===== config.mk =====
export PLATFORM = sky130hd
export DESIGN_NAME = div_sequencer
export DESIGN_NICKNAME = d
export VERILOG_FILES = /design/src/rtl/div_sequencer.sv
export SDC_FILE = /design/constraint.sdc
export NUM_CORES = 1
export LEC_CHECK = 0
export BUFFER_PORTS_ARGS = -buffer_cell sky130_fd_sc_hd__buf_2
export CAP_MARGIN = 20
export CORE_ASPECT_RATIO = 1.4
export CORE_MARGIN = 1
export CORE_UTILIZATION = 55
export DETAILED_ROUTE_END_ITERATION = 12
export PLACE_DENSITY = 0.78
export SYNTH_ARGS = -nofsm -noshare
export SYNTH_HDL_FRONTEND = slang
export SYNTH_SLANG_ARGS = --single-unit

===== constraint.sdc =====
create_clock -name clk -period 5.3 [get_ports clk]
set_input_delay 0.53 -clock clk [delete_from_list [all_inputs] [get_ports clk]]
set_output_delay 0.53 -clock clk [all_outputs]
set_load 0.02 [all_outputs]

===== src/rtl/div_sequencer.sv =====
// Multi-cycle radix-2 restoring divider sequencer for RV32M DIV/DIVU/REM/REMU.
// Optional build macro DIV_SPECIAL_BYPASS_EN: divide-by-zero and signed overflow finish in one cycle.
module div_sequencer #(
    parameter int WIDTH = 32
) (
    input  logic             clk,
    input  logic             rst,
    input  logic             div_req,
    input  logic [1:0]       div_opcode,
    input  logic [WIDTH-1:0] dividend,
    input  logic [WIDTH-1:0] divisor,
    input  logic             flush,
    output logic             div_stall,
    output logic             div_done,
    output logic [WIDTH-1:0] div_result
);

    localparam int CW = $clog2(WIDTH);

    typedef enum logic [1:0] {
        IDLE,
        CALC,
        DONE
    } state_t;

    state_t           state_q;
    logic [CW-1:0]    cnt_q;
    logic             selRem_q;
    logic             negQuo_q;
    logic             negRem_q;
    logic [WIDTH-1:0] rem_q;
    logic [WIDTH-1:0] quo_q;
    logic [WIDTH-1:0] dvs_q;
    logic [WIDTH-1:0] result_q;

    logic             isSigned;
    logic             startNegQuo;
    logic             startNegRem;
    logic [WIDTH-1:0] absDividend;
    logic [WIDTH-1:0] absDivisor;
    logic [WIDTH:0]   remShift;
    logic [WIDTH:0]   diff;
    logic [WIDTH-1:0] rem_d;
    logic [WIDTH-1:0] quo_d;
    logic [WIDTH-1:0] result_d;

    // Sign correction of the unsigned quotient/remainder and final selection.
    function automatic logic [WIDTH-1:0] correct(input logic [WIDTH-1:0] quo,
                                                 input logic [WIDTH-1:0] rem,
                                                 input logic             selRem,
                                                 input logic             negQuo,
                                                 input logic             negRem);
        logic [WIDTH-1:0] q;
        logic [WIDTH-1:0] r;
        q = negQuo ? (~quo + 1'b1) : quo;
        r = negRem ? (~rem + 1'b1) : rem;
        return selRem ? r : q;
    endfunction

    always_comb begin
        isSigned    = ~div_opcode[0];
        absDividend = (isSigned && dividend[WIDTH-1]) ? (~dividend + 1'b1) : dividend;
        absDivisor  = (isSigned && divisor[WIDTH-1])  ? (~divisor + 1'b1)  : divisor;
        startNegQuo = isSigned && (dividend[WIDTH-1] ^ divisor[WIDTH-1]) && (divisor != '0);
        startNegRem = isSigned && dividend[WIDTH-1];
        remShift    = {rem_q, quo_q[WIDTH-1]};
        diff        = remShift - {1'b0, dvs_q};
        rem_d       = diff[WIDTH] ? remShift[WIDTH-1:0] : diff[WIDTH-1:0];
        quo_d       = {quo_q[WIDTH-2:0], ~diff[WIDTH]};
        result_d    = correct(quo_d, rem_d, selRem_q, negQuo_q, negRem_q);
    end

`ifdef DIV_SPECIAL_BYPASS_EN
    logic             divByZero;
    logic             isSpecial;
    logic [WIDTH-1:0] bypassResult;

    // Raw unsigned results the iteration would produce, fed through the same correction.
    always_comb begin
        divByZero    = (divisor == '0);
        isSpecial    = divByZero ||
                       (isSigned && (dividend == {1'b1, {(WIDTH-1){1'b0}}}) && (divisor == {WIDTH{1'b1}}));
        bypassResult = correct(divByZero ? {WIDTH{1'b1}} : absDividend,
                               divByZero ? absDividend : {WIDTH{1'b0}},
                               div_opcode[1], startNegQuo, startNegRem);
    end
`endif

    always_ff @(posedge clk or posedge rst) begin
        if (rst) begin
            state_q  <= IDLE;
            cnt_q    <= '0;
            selRem_q <= 1'b0;
            negQuo_q <= 1'b0;
            negRem_q <= 1'b0;
            rem_q    <= '0;
            quo_q    <= '0;
            dvs_q    <= '0;
            result_q <= '0;
        end else begin
            case (state_q)
                IDLE: begin
                    if (div_req && !flush) begin
                        selRem_q <= div_opcode[1];
                        negQuo_q <= startNegQuo;
                        negRem_q <= startNegRem;
                        quo_q    <= absDividend;
                        dvs_q    <= absDivisor;
                        rem_q    <= '0;
                        cnt_q    <= CW'(WIDTH - 1);
`ifdef DIV_SPECIAL_BYPASS_EN
                        if (isSpecial) begin
                            result_q <= bypassResult;
                            state_q  <= DONE;
                        end else begin
                            state_q  <= CALC;
                        end
`else
                        state_q  <= CALC;
`endif
                    end
                end
                CALC: begin
                    if (flush || !div_req) begin
                        state_q <= IDLE;
                    end else begin
                        rem_q <= rem_d;
                        quo_q <= quo_d;
                        cnt_q <= cnt_q - 1'b1;
                        if (cnt_q == '0) begin
                            result_q <= result_d;
                            state_q  <= DONE;
                        end
                    end
                end
                DONE:    state_q <= IDLE;
                default: state_q <= IDLE;
            endcase
        end
    end

    assign div_done   = (state_q == DONE) && !flush;
    assign div_stall  = div_req && !div_done && !flush;
    assign div_result = result_q;

    // A divide must stay requested until it completes; dropping it is handled like a flush.
    assert property (@(posedge clk) disable iff (rst) (state_q == CALC) |-> (div_req || flush));

endmodule


==> impl_metrics.csv <==
group,metric,value,unit
run_status,status,"finished clean",
synth,netlist_instances,1431,
setup_path,arrival,5380,ps
sta,maxSlewHeadroom,0.2911,
layout,drive_gt1_frac,0.1379,
power,power.leakage,0.005514,uW
power,p_total,3499,uW
sta,setup_viol,0,
clocking,numCtsBuffers,17,
detailed_routing,totalWireLength,33440,um
setup_path,path_buf_inv,3,
synth,synth_xor_area_frac,0.1005,
sta,hold_viol_final,0,
setup_path,crit_chain,"inv_1, ha_1, nand4_1, or3_1, o221ai_1, o21a_1, nor2_4, inv_2, mux2i_1, ha_1, inv_1, or4b_1, nor3_1, a21oi_1, or3_1, or4b_1, nand4_1, nand2_1",
setup_path,critPathMaxStageDelay,580,ps
layout,antenna_cells,0,
floorplan,core_area,19920,um^2
min_path,worst_hold_path_type,"in -> async",
power,power_frac_seq,0.361,
detailed_routing,wl_per_cell,18.92,um
setup_path,cp-start-kind,"flip-flop",
clocking,clkTransAtPathRegs,60,ps
sta,slew_viol_final,0,
floorplan,dieArea,21020,um^2
synth,synth_top_family_by_area,"compound AO/OA/AOI/OAI gates",
detailed_routing,vias_per_cell,6.307,
place,post-dp-hpwl,25510,um
place,pre_cts_ws,180.1,ps
floorplan,ios,104,
power,ir_worst_vdd,0.0002178,V
run,cap_violations,0,
grt,grt_pass1_vias,10550,
synth,async_reset_ff_frac,1.000,
sta,worst_slew_pin_slew,1059,ps
sta,rsz0062_at_grt,"false",
setup_path,crit_family,"simple AND/OR/NAND/NOR gates",
detailed_routing,drtIter0Drc,1124,
synth,synth_compound_area_frac,0.2701,
clocking,cts_tree,"yes",
synth,synth_fa_ha_area_frac,0.04407,
detailed_routing,drt_pre_antenna_iters,6,
detailed_routing,num_vias,11150,
sta,fin_tns_setup,0,ps
synth,synth-edff-count,0,
power,comb_power_share,0.293,
synth,synthMuxAreaShare,0.02927,
clocking,ctsResizeCount,0,
power,cell_internal_pwr,2286,uW
synth,synthSimpleGateAreaFrac,0.1991,
synth,ys.flop_type,"dfrtp_1",
power,pwr-share-clk,0.345,
setup_path,cp_slowest_cell,"or4b_1",
floorplan,die_x,122.8,um
power,power_density,277.7,nW/um^2
place,routabilityCongestion,0.9384,
detailed_routing,antenna_left,0,
sta,post-route-worst-setup-slack,237.5,ps
synth,mappedNetlistArea,11240,um^2
synth,ys_seq_elements,138,
clocking,holdBufCountCts,0,
setup_path,critPathCaptureType,"flip-flop",
setup_path,cp_max_fo,8,
layout,final_common_cell,"nand2_1",
power,p_switching,1214,uW
floorplan,row_count,61,
power,swShare,0.3468,
sta,post-route-period-util,0.9552,
clocking,clock-sinks,138,
synth,seq_area_frac_synth,0.3072,
place,port_buffers,103,
setup_path,crit_required,5610,ps
setup_path,path_class,"reg -> reg",
sta,fin_skew,9.537,ps
grt,grt_max_degree,97,
synth,syn_nets,1540,
grt,grtUsageTotal,0.3322,
layout,layout_common_cells,"nand2_1, o21ai_0, dfrtp_1",
grt,grt_pass1_wl,53850,um
synth,synth.distinct_cells,81,
grt,overflow,0,
layout,fin_nets,1612,
clocking,postCtsSetupBuffers,0,
grt,antenna_found_initial,0,
sta,period_minus_slack,5062,ps
clocking,clock_latency,430,ps
floorplan,die_y,171.2,um
sta,max_freq,197.5,MHz
synth,ys_warn_count,0,
clocking,cts.path.max_buffers,2,
floorplan,start_util,0.5643,
clocking,root_buffer,"clkbuf_16",
layout,area_delta_synth_final,12.09,%
clocking,htreeDepth,4,
detailed_routing,drc,0,
synth,syn_avg_cell_area,7.856,um^2
## synthesized netlist by cell type, types with 8 or more instances
cell type	count	area (um^2)
a211oi_1	9	67.56
a21boi_0	8	60.06
a21o_1	14	105.1
a21oi_1	86	430.4
a22o_1	8	70.07
a22oi_1	8	60.06
a31oi_1	19	118.9
and2_1	9	56.30
buf_2	18	90.09
clkbuf_1	61	229.0
dfrtp_1	138	3453
ha_1	38	475.5
inv_1	55	206.5
mux2i_1	25	250.2
nand2_1	190	713.2
nand2b_1	15	93.84
nand3_1	24	120.1
nand4_1	11	68.82
nor2_1	104	390.4
nor2b_1	8	50.05
nor3_1	28	140.1
nor4_1	14	87.58
o211ai_1	13	97.59
o21a_1	11	82.58
o21ai_0	182	910.9
o22ai_1	33	206.5
o31ai_1	25	187.7
o41ai_1	11	96.34
or3_1	22	137.6
xnor2_1	67	586.8
xor2_1	62	543.0
## power groups by stage
stage	sequential [uW]	clock [uW]	combinational, uW
6_report	1260	1210	1030
4_1_cts	1260	1220	1010
3_3_place_gp	1270	0	990
5_1_grt	1280	1260	1140
3_5_place_dp	1280	0	1010
2_1_floorplan	1240	0	740
## worst register-to-register path, delay by kind of cell (launching register included)
kind | cells | cell delay, ps
mux | 1 | 260
compound gates | 3 | 810
simple gates | 9 | 2570
buf+inv | 3 | 310
flops | 1 | 340
fa+ha+maj | 2 | 650
## cells by family after synthesis
kind of cell,count (synthesis)
multiplexers,32
AND/OR/NAND/NOR,472
buffers and inverters,140
AO/OA/AOI/OAI,481
adder cells (fa/ha/maj),39
flip-flops,138
XOR/XNOR,129
## metrics by stage
step / hold slack, ps / utilization / cell area [um^2] / instances
finish: 184.2 / 0.6326 / 12600 / 1768
global route: 249.9 / 0.6326 / 12600 / 1768
CTS: 225.9 / 0.6312 / 12570 / 1767
detailed placement: 467.9 / 0.6013 / 11980 / 1735
global placement: 457.7 / 0.6013 / 11980 / 1735
floorplan: 449.8 / - / 11240 / 1431
## layer usage
metal  GRT usage  share of wire  vias up
li1            -              -     5316
met1      0.3941           0.40     5271
met2      0.5530           0.49      447
met3     0.04333          0.050      117
met4      0.2285          0.067        0
met5           0              0        -
## area by class of cell
cell class,count,area (um^2)
flip-flops and latches,138,3453
repair buffers,136,763.2
inverters,57,219.0
clock inverters,12,148.9
fillers,1760,7320
well taps,252,315.3
clock buffers,20,446.7
multi-input cells,1153,7254
## state kept, by name, summed over array words and instances, names as in the netlist, 2 cells and up
signal / count
div_result: 32
dvs_q: 32
quo_q: 32
rem_q: 32
cnt_q: 5
state_q: 2
## worst paths after layout
| check | from | end | slack, ps | cells after the start |
|---|---|---|---|---|
| max | dvs_q[29]$_DFFE_PP0P_ | div_result[28]$_DFFE_PP0P_ | 240 | 18 |
| min | rst | cnt_q[2]$_DFFE_PP0P_ | 180 | 2 |
| max reg2reg | dvs_q[29]$_DFFE_PP0P_ | div_result[28]$_DFFE_PP0P_ | 240 | 18 |
| min reg2reg | div_result[1]$_DFFE_PP0P_ | div_result[1]$_DFFE_PP0P_ | 470 | 2 |
| max in group asynchronous | rst | dvs_q[24]$_DFFE_PP0P_ | 3790 | 3 |
| min in group clk | div_opcode[1] | selRem_q$_DFFE_PP0P_ | 320 | 3 |
(Power assumes the default switching activity.)
